$ cat src/rtl/it_pkg.sv
// ============================================================================
//  Package : it_pkg
//  Brief   : Shared types and tile geometry for the It derivative path
//            (window loader and It stage).
//  Rev     : 1.0  initial release
// ============================================================================
`default_nettype none

package it_pkg;

    // Default inner window side and pixel width.
    localparam int IT_SIDE = 3;
    localparam int IT_DW   = 32;

    // Tile geometry: the inner window plus a one-pixel border on every side.
    localparam int TILE_W = IT_SIDE + 2;
    localparam int TILE_N = TILE_W * TILE_W;

    typedef logic [IT_DW-1:0] pix_t;

    typedef struct packed {
        pix_t cur;
        pix_t nxt;
    } pix_pair_t;

    // Width of an index into an n-entry array; never narrower than one bit.
    function automatic int idx_w(input int n);
        return (n > 1) ? $clog2(n) : 1;
    endfunction

endpackage

`default_nettype wire

$ cat src/rtl/it_window_bank.sv
// ============================================================================
//  Module  : it_window_bank
//  Brief   : N-entry (current, next) pixel pair register file with a single
//            write port, fully parallel read-out and a tile-full flag.
//  Rev     : 1.0  initial release
// ============================================================================
`default_nettype none

module it_window_bank
    import it_pkg::*;
#(
    parameter int DW = IT_DW,
    parameter int N  = TILE_N
) (
    input  logic                  clk,
    input  logic                  reset,
    input  logic                  we_i,
    input  logic [idx_w(N)-1:0]   waddr_i,
    input  logic [DW-1:0]         wcur_i,
    input  logic [DW-1:0]         wnxt_i,
    input  logic                  set_full_i,
    input  logic                  clr_full_i,
    output logic                  full_o,
    output logic [DW-1:0]         cur_o [N],
    output logic [DW-1:0]         nxt_o [N]
);

    logic [DW-1:0] cur_q [N];
    logic [DW-1:0] nxt_q [N];
    logic          full_q;

    // Pair storage and full flag; the owner never sets and clears in one cycle.
    always_ff @(posedge clk) begin
        if (!reset) begin
            for (int i = 0; i < N; i++) begin
                cur_q[i] <= '0;
                nxt_q[i] <= '0;
            end
            full_q <= 1'b0;
        end else begin
            if (we_i) begin
                cur_q[waddr_i] <= wcur_i;
                nxt_q[waddr_i] <= wnxt_i;
            end
            if (set_full_i) begin
                full_q <= 1'b1;
            end else if (clr_full_i) begin
                full_q <= 1'b0;
            end
        end
    end

    // Expose the whole tile in parallel.
    always_comb begin
        for (int i = 0; i < N; i++) begin
            cur_o[i] = cur_q[i];
            nxt_o[i] = nxt_q[i];
        end
        full_o = full_q;
    end

endmodule

`default_nettype wire

$ cat src/rtl/it_window_loader.sv
// ============================================================================
//  Module  : it_window_loader
//  Brief   : Ping-pong tile gatherer feeding the It stage. Collects a raster
//            stream of (current, next) pixel pairs into (SIDE+2)^2 tiles and
//            presents one full tile downstream while the other bank fills.
//  Macro   : IT_WINDOW_LOADER_TILE_CNT_EN - adds the tile_cnt output, a
//            wrapping count of completed output handshakes.
//  Rev     : 1.0  initial release
// ============================================================================
`default_nettype none

module it_window_loader
    import it_pkg::*;
#(
    parameter int SIDE = IT_SIDE,
    parameter int DW   = IT_DW
) (
    input  logic          clk,
    input  logic          reset,
    input  logic          in_val,
    output logic          in_rdy,
    input  logic [DW-1:0] in_cur,
    input  logic [DW-1:0] in_nxt,
    output logic          out_val,
    input  logic          out_rdy,
    output logic [DW-1:0] out_cur [(SIDE+2)*(SIDE+2)],
    output logic [DW-1:0] out_nxt [(SIDE+2)*(SIDE+2)]
`ifdef IT_WINDOW_LOADER_TILE_CNT_EN
    ,
    output logic [31:0]   tile_cnt
`endif
);

    localparam int W  = SIDE + 2;
    localparam int N  = W * W;
    localparam int AW = idx_w(N);
    localparam logic [AW-1:0] LAST_IDX = AW'(N - 1);

    logic          wbank_q, wbank_d;
    logic          rbank_q, rbank_d;
    logic [AW-1:0] idx_q,   idx_d;

    logic [1:0]    bank_full;
    logic [DW-1:0] bank_cur [2][N];
    logic [DW-1:0] bank_nxt [2][N];

    logic          in_fire;
    logic          out_fire;
    logic          idx_last;

    // Handshake status depends only on the registered full flags and pointers.
    always_comb begin
        in_rdy   = !bank_full[wbank_q];
        out_val  = bank_full[rbank_q];
        in_fire  = in_val && in_rdy;
        out_fire = out_rdy && out_val;
        idx_last = (idx_q == LAST_IDX);
    end

    // Next pointer/index values: the write side advances per pair and flips
    // banks on the last pair; the read side flips banks on every drain.
    always_comb begin
        idx_d   = idx_q;
        wbank_d = wbank_q;
        rbank_d = rbank_q;
        if (in_fire) begin
            if (idx_last) begin
                idx_d   = '0;
                wbank_d = !wbank_q;
            end else begin
                idx_d = idx_q + 1'b1;
            end
        end
        if (out_fire) begin
            rbank_d = !rbank_q;
        end
    end

    // Pointer and index registers; reset discards any partial or unsent tile.
    always_ff @(posedge clk) begin
        if (!reset) begin
            idx_q   <= '0;
            wbank_q <= 1'b0;
            rbank_q <= 1'b0;
        end else begin
            idx_q   <= idx_d;
            wbank_q <= wbank_d;
            rbank_q <= rbank_d;
        end
    end

    // Two banks: an accept targets wbank, a drain targets rbank. Since accept
    // needs the bank empty and drain needs it full, both can fire at once only
    // on different banks.
    for (genvar b = 0; b < 2; b++) begin : g_bank
        logic bank_we;
        logic bank_set;
        logic bank_clr;

        assign bank_we  = in_fire  && (wbank_q == 1'(b));
        assign bank_set = bank_we  && idx_last;
        assign bank_clr = out_fire && (rbank_q == 1'(b));

        it_window_bank #(
            .DW (DW),
            .N  (N)
        ) u_bank (
            .clk        (clk),
            .reset      (reset),
            .we_i       (bank_we),
            .waddr_i    (idx_q),
            .wcur_i     (in_cur),
            .wnxt_i     (in_nxt),
            .set_full_i (bank_set),
            .clr_full_i (bank_clr),
            .full_o     (bank_full[b]),
            .cur_o      (bank_cur[b]),
            .nxt_o      (bank_nxt[b])
        );
    end

    // The read bank always drives the tile outputs.
    always_comb begin
        for (int i = 0; i < N; i++) begin
            out_cur[i] = rbank_q ? bank_cur[1][i] : bank_cur[0][i];
            out_nxt[i] = rbank_q ? bank_nxt[1][i] : bank_nxt[0][i];
        end
    end

`ifdef IT_WINDOW_LOADER_TILE_CNT_EN
    logic [31:0] tile_cnt_q;

    // Completed output handshakes, wrapping naturally at 2^32.
    always_ff @(posedge clk) begin
        if (!reset) begin
            tile_cnt_q <= '0;
        end else if (out_fire) begin
            tile_cnt_q <= tile_cnt_q + 32'd1;
        end
    end

    assign tile_cnt = tile_cnt_q;
`endif

endmodule

`default_nettype wire

$ cat config.mk
export PLATFORM = sky130hd
export DESIGN_NAME = it_window_loader
export DESIGN_NICKNAME = d
export VERILOG_FILES = /design/src/rtl/it_pkg.sv /design/src/rtl/it_window_bank.sv /design/src/rtl/it_window_loader.sv
export SDC_FILE = /design/constraint.sdc
export NUM_CORES = 2
export LEC_CHECK = 0
export CORE_MARGIN = 2
export CORE_UTILIZATION = 30
export CTS_BUF_LIST = sky130_fd_sc_hd__clkbuf_2
export CTS_CLUSTER_SIZE = 16
export DETAILED_ROUTE_END_ITERATION = 12
export PLACE_DENSITY = 0.45
export SETUP_SLACK_MARGIN = 0.4
export SYNTH_ARGS = -nofsm -noshare
export SYNTH_HDL_FRONTEND = slang
export SYNTH_SLANG_ARGS = --single-unit
$ cat constraint.sdc
create_clock -name clk -period 10.5 [get_ports clk]
set_input_delay 2.1 -clock clk [delete_from_list [all_inputs] [get_ports clk]]
set_output_delay 2.1 -clock clk [all_outputs]
set_load 0.01 [all_outputs]
==> impl_metrics.json <==
{
  "vias": 87684,
  "swShare_pct": 27.16,
  "hold_start": "g_bank[0].u_bank.full_o",
  "power.internal_mw": 18.54,
  "syn_inst": 9171,
  "crit_start": "rbank_q",
  "synth-warning-count": 0,
  "fin_nets": 11408,
  "avgSynthCellArea_um2": 14.43,
  "grt_max_degree": 166,
  "cts_inserted_buffers": 848,
  "pwr-share-clk_pct": 35.0,
  "slew-limit-headroom_pct": 11.04,
  "multi_input_area_um2": 33720,
  "post-route-min-period_ps": 8153,
  "post-dp-hpwl_mm": 419.3,
  "irDropWorstVdd_mv": 0.1107,
  "yosysSeqAreaShare_pct": 72.75,
  "numPortBuffers": 1669,
  "grt_pass1_wl_mm": 790.9,
  "maxCapViolations": 0,
  "worstSetupPathType": "reg -> out",
  "track_usage_pct": 26.45,
  "synth-seq-cells": 3209,
  "drive_above_1_share_pct": 27.61,
  "drt_iter0_drc": 8024,
  "antenna_found_initial": 116,
  "start_kind": "flip-flop",
  "wl_mm": 609.2,
  "drc": 0,
  "finalSetupTns_ps": 0,
  "initial_core_util_pct": 30.16,
  "slowest_delay_ps": 1010,
  "path_cells": "buf_4 > buf_4 > mux2_2 > clkdlybuf4s50_1",
  "areaGrowthSynthToFinish_pct": 23.68,
  "fill_cells": 42538,
  "top_level_ports": 1670,
  "synthesis.nets": 9243,
  "htreeDepth": 6,
  "worst-path-max-fanout": 77,
  "slew_viol_final": 0,
  "period_share_pct": 77.65,
  "path_clk_slew_ps": 80,
  "worst_pin_slew_ps": 1334,
  "cts_root_buf": "clkbuf_2",
  "pwr-share-comb_pct": 7.7,
  "overflow": 0,
  "cts_resized": 0,
  "rsz0062_at_grt": "no",
  "cp_data_required_time_ps": 8400,
  "ant_nets": 0,
  "sequentialPowerShare_pct": 57.3,
  "clkLatencyLatePin_ps": 2280,
  "die-area_um2": 446400,
  "ctsLongestPathBuffers": 4,
  "reg2reg_from": "wbank_q",
  "crit_top_cell": "buf_4",
  "worstSetupEndpointType": "primary output",
  "syn_area_um2": 132300,
  "cts_tree": "done",
  "hp-class": "reg -> reg",
  "ff_latch_area_um2": 96280,
  "fp.dieW_um": 668.2,
  "gp_congestion": 0.8240,
  "core_um2": 438700,
  "p_sw_mw": 6.914,
  "p_per_area_nw_per_um2": 155.5,
  "viasPerCell": 4.905,
  "power.leakage_nw": 56.12,
  "first_pass_iters": 5,
  "setup_slack_ps": 2347,
  "finClkSkew_ps": 197.0,
  "synth.distinct_cells": 35,
  "grt_pass1_vias": 86943,
  "worstPathArrival_ps": 6050,
  "pre_cts_ws_ps": 3796,
  "status": "finished clean",
  "hold_viol": 0,
  "setup_violations": 0,
  "cts.sinks": 3209,
  "routedWlPerCell_um": 34.08,
  "num_rows": 243,
  "die_h_um": 668.2,
  "critPathSlowestCell": "buf_4",
  "fmax_ghz": 0.1227
}
-- final cells by class --
cell class / count / area share (%)
sequential: 3209 / 58.83
multi-input combinational: 5361 / 20.60
timing repair buffer: 1911 / 11.40
tap: 5880 / 4.495
clock buffer: 1261 / 3.856
clock inverter: 208 / 0.7484
antenna: 42 / 0.06421
inverter: 5 / 0.01147
-- synthesized netlist by cell type (all sizes together) --
cell,instances,area (µm²)
nor3,2,10.01
edfxtp,3200,96090
and3,2,12.51
or3,1,6.260
a31o,2,17.52
a22oi,1,7.510
ha,4,50.05
a21oi,2,10.01
nand4,1,6.260
o2bb2ai,2,17.52
nor3b,1,7.510
and3b,1,8.760
mux2,1602,18040
o21bai,1,7.510
dfxtp,9,180.2
buf,493,2791
nand2,392,1471
a311oi,1,8.760
a41oi,1,8.760
clkbuf,103,396.6
inv,5,18.77
a211oi,2,15.01
nand2b,4,25.02
and2,130,813.3
o21ai,50,250.2
nand4b,1,8.760
nor2b,68,425.4
nor2,3076,11550
nand3,13,70.07
and4b,1,10.01
-- timing repair --
| action | in CTS | in global routing |
|---|---|---|
| setup buffers | 0 | 0 |
| hold buffers | 1 | 0 |
| setup endpoints to repair | 0 | 0 |
| endpoints found under the hold margin | 7 | 0 |
-- final timing paths --
check	to	slack, ps	depth (start not counted)
worst max register to register	g_bank[0].u_bank.nxt_q[14][14]	6100	5
worst min register to register	g_bank[0].u_bank.full_o	530	2
worst max-delay path	out_nxt[356]	2350	4
worst min-delay path	g_bank[0].u_bank.full_o	530	2
-- flip-flops by register name (all words and copies together), names as in the netlist --
register	count
g_bank.u_bank.cur_q	1600
g_bank.u_bank.nxt_q	1600
idx_q	5
g_bank.u_bank.full_o	2
rbank_q	1
wbank_q	1
-- power by group through the flow --
| stage | Clock [mW] | Sequential [mW] | Combinational, mW |
|---|---|---|---|
| floorplan | 0 | 14.9 | 0.641 |
| global placement | 0 | 14.9 | 2.00 |
| detailed placement | 0 | 14.9 | 2.00 |
| CTS | 9.21 | 14.6 | 2.01 |
| global route | 9.80 | 14.6 | 2.01 |
| finish | 8.91 | 14.6 | 1.97 |
-- metal layers --
layer	vias to the layer above	track usage (%)	routed length, µm
met2	4028	44.19	295800
met4	36	15.59	39150
met3	983	5.807	46810
met1	45382	31.27	227300
met5	-	0	225
li1	37255	-	-
-- metrics by stage --
stage	hold slack, ps	util (%)	total power, mW	std cells	area (µm²)
2_1_floorplan	465.9	-	15.57	9171	132300
3_3_place_gp	492.1	35.56	16.86	16365	156000
3_5_place_dp	513.1	35.56	16.87	16365	156000
4_1_cts	101.6	37.28	25.80	17835	163600
5_1_grt	367.8	37.28	26.43	17841	163600
6_report	530.5	37.31	25.46	17877	163700
-- cell usage in the layout, fill, tap and decap left out, types with 2 or more instances in the layout --
cell type,n
clkinvlp_4,9
nand3_4,8
mux2_2,1602
dfxtp_1,7
nand3_1,5
o2bb2ai_1,2
nand2_1,391
nor2_1,3075
edfxtp_1,3200
buf_4,231
inv_6,16
clkinv_1,142
inv_2,4
dfxtp_4,2
o21ai_4,48
nand2b_1,3
clkinv_8,4
diode_2,42
a21oi_1,2
o21ai_0,2
clkbuf_2,1261
buf_12,10
clkinv_4,7
inv_1,5
clkdlybuf4s50_1,1668
a211oi_1,2
bufinv_16,7
and2_1,129
nor3_1,2
and3_4,2
ha_1,4
a31o_2,2
nor2b_2,55
clkinv_2,13
nor2b_1,6
inv_8,6
nor2b_4,7
-- cell families (layout without fill, tap and decap cells) --
kind of cell,count (synthesis),count (layout),synth area share (%)
mux,1602,1602,13.63
other cells,0,42,0
buf+inv,601,3385,2.423
simple gates,3693,3693,10.90
compound gates,62,62,0.2591
flops,3209,3209,72.75
fa+ha+maj,4,4,0.03782
-- worst max-delay path, delay by kind of cell (launching register included) --
family   cells  cell delay, ps
mux          1             440
flops        1             770
buf+inv      3            2430
(Power assumes the default switching activity.)
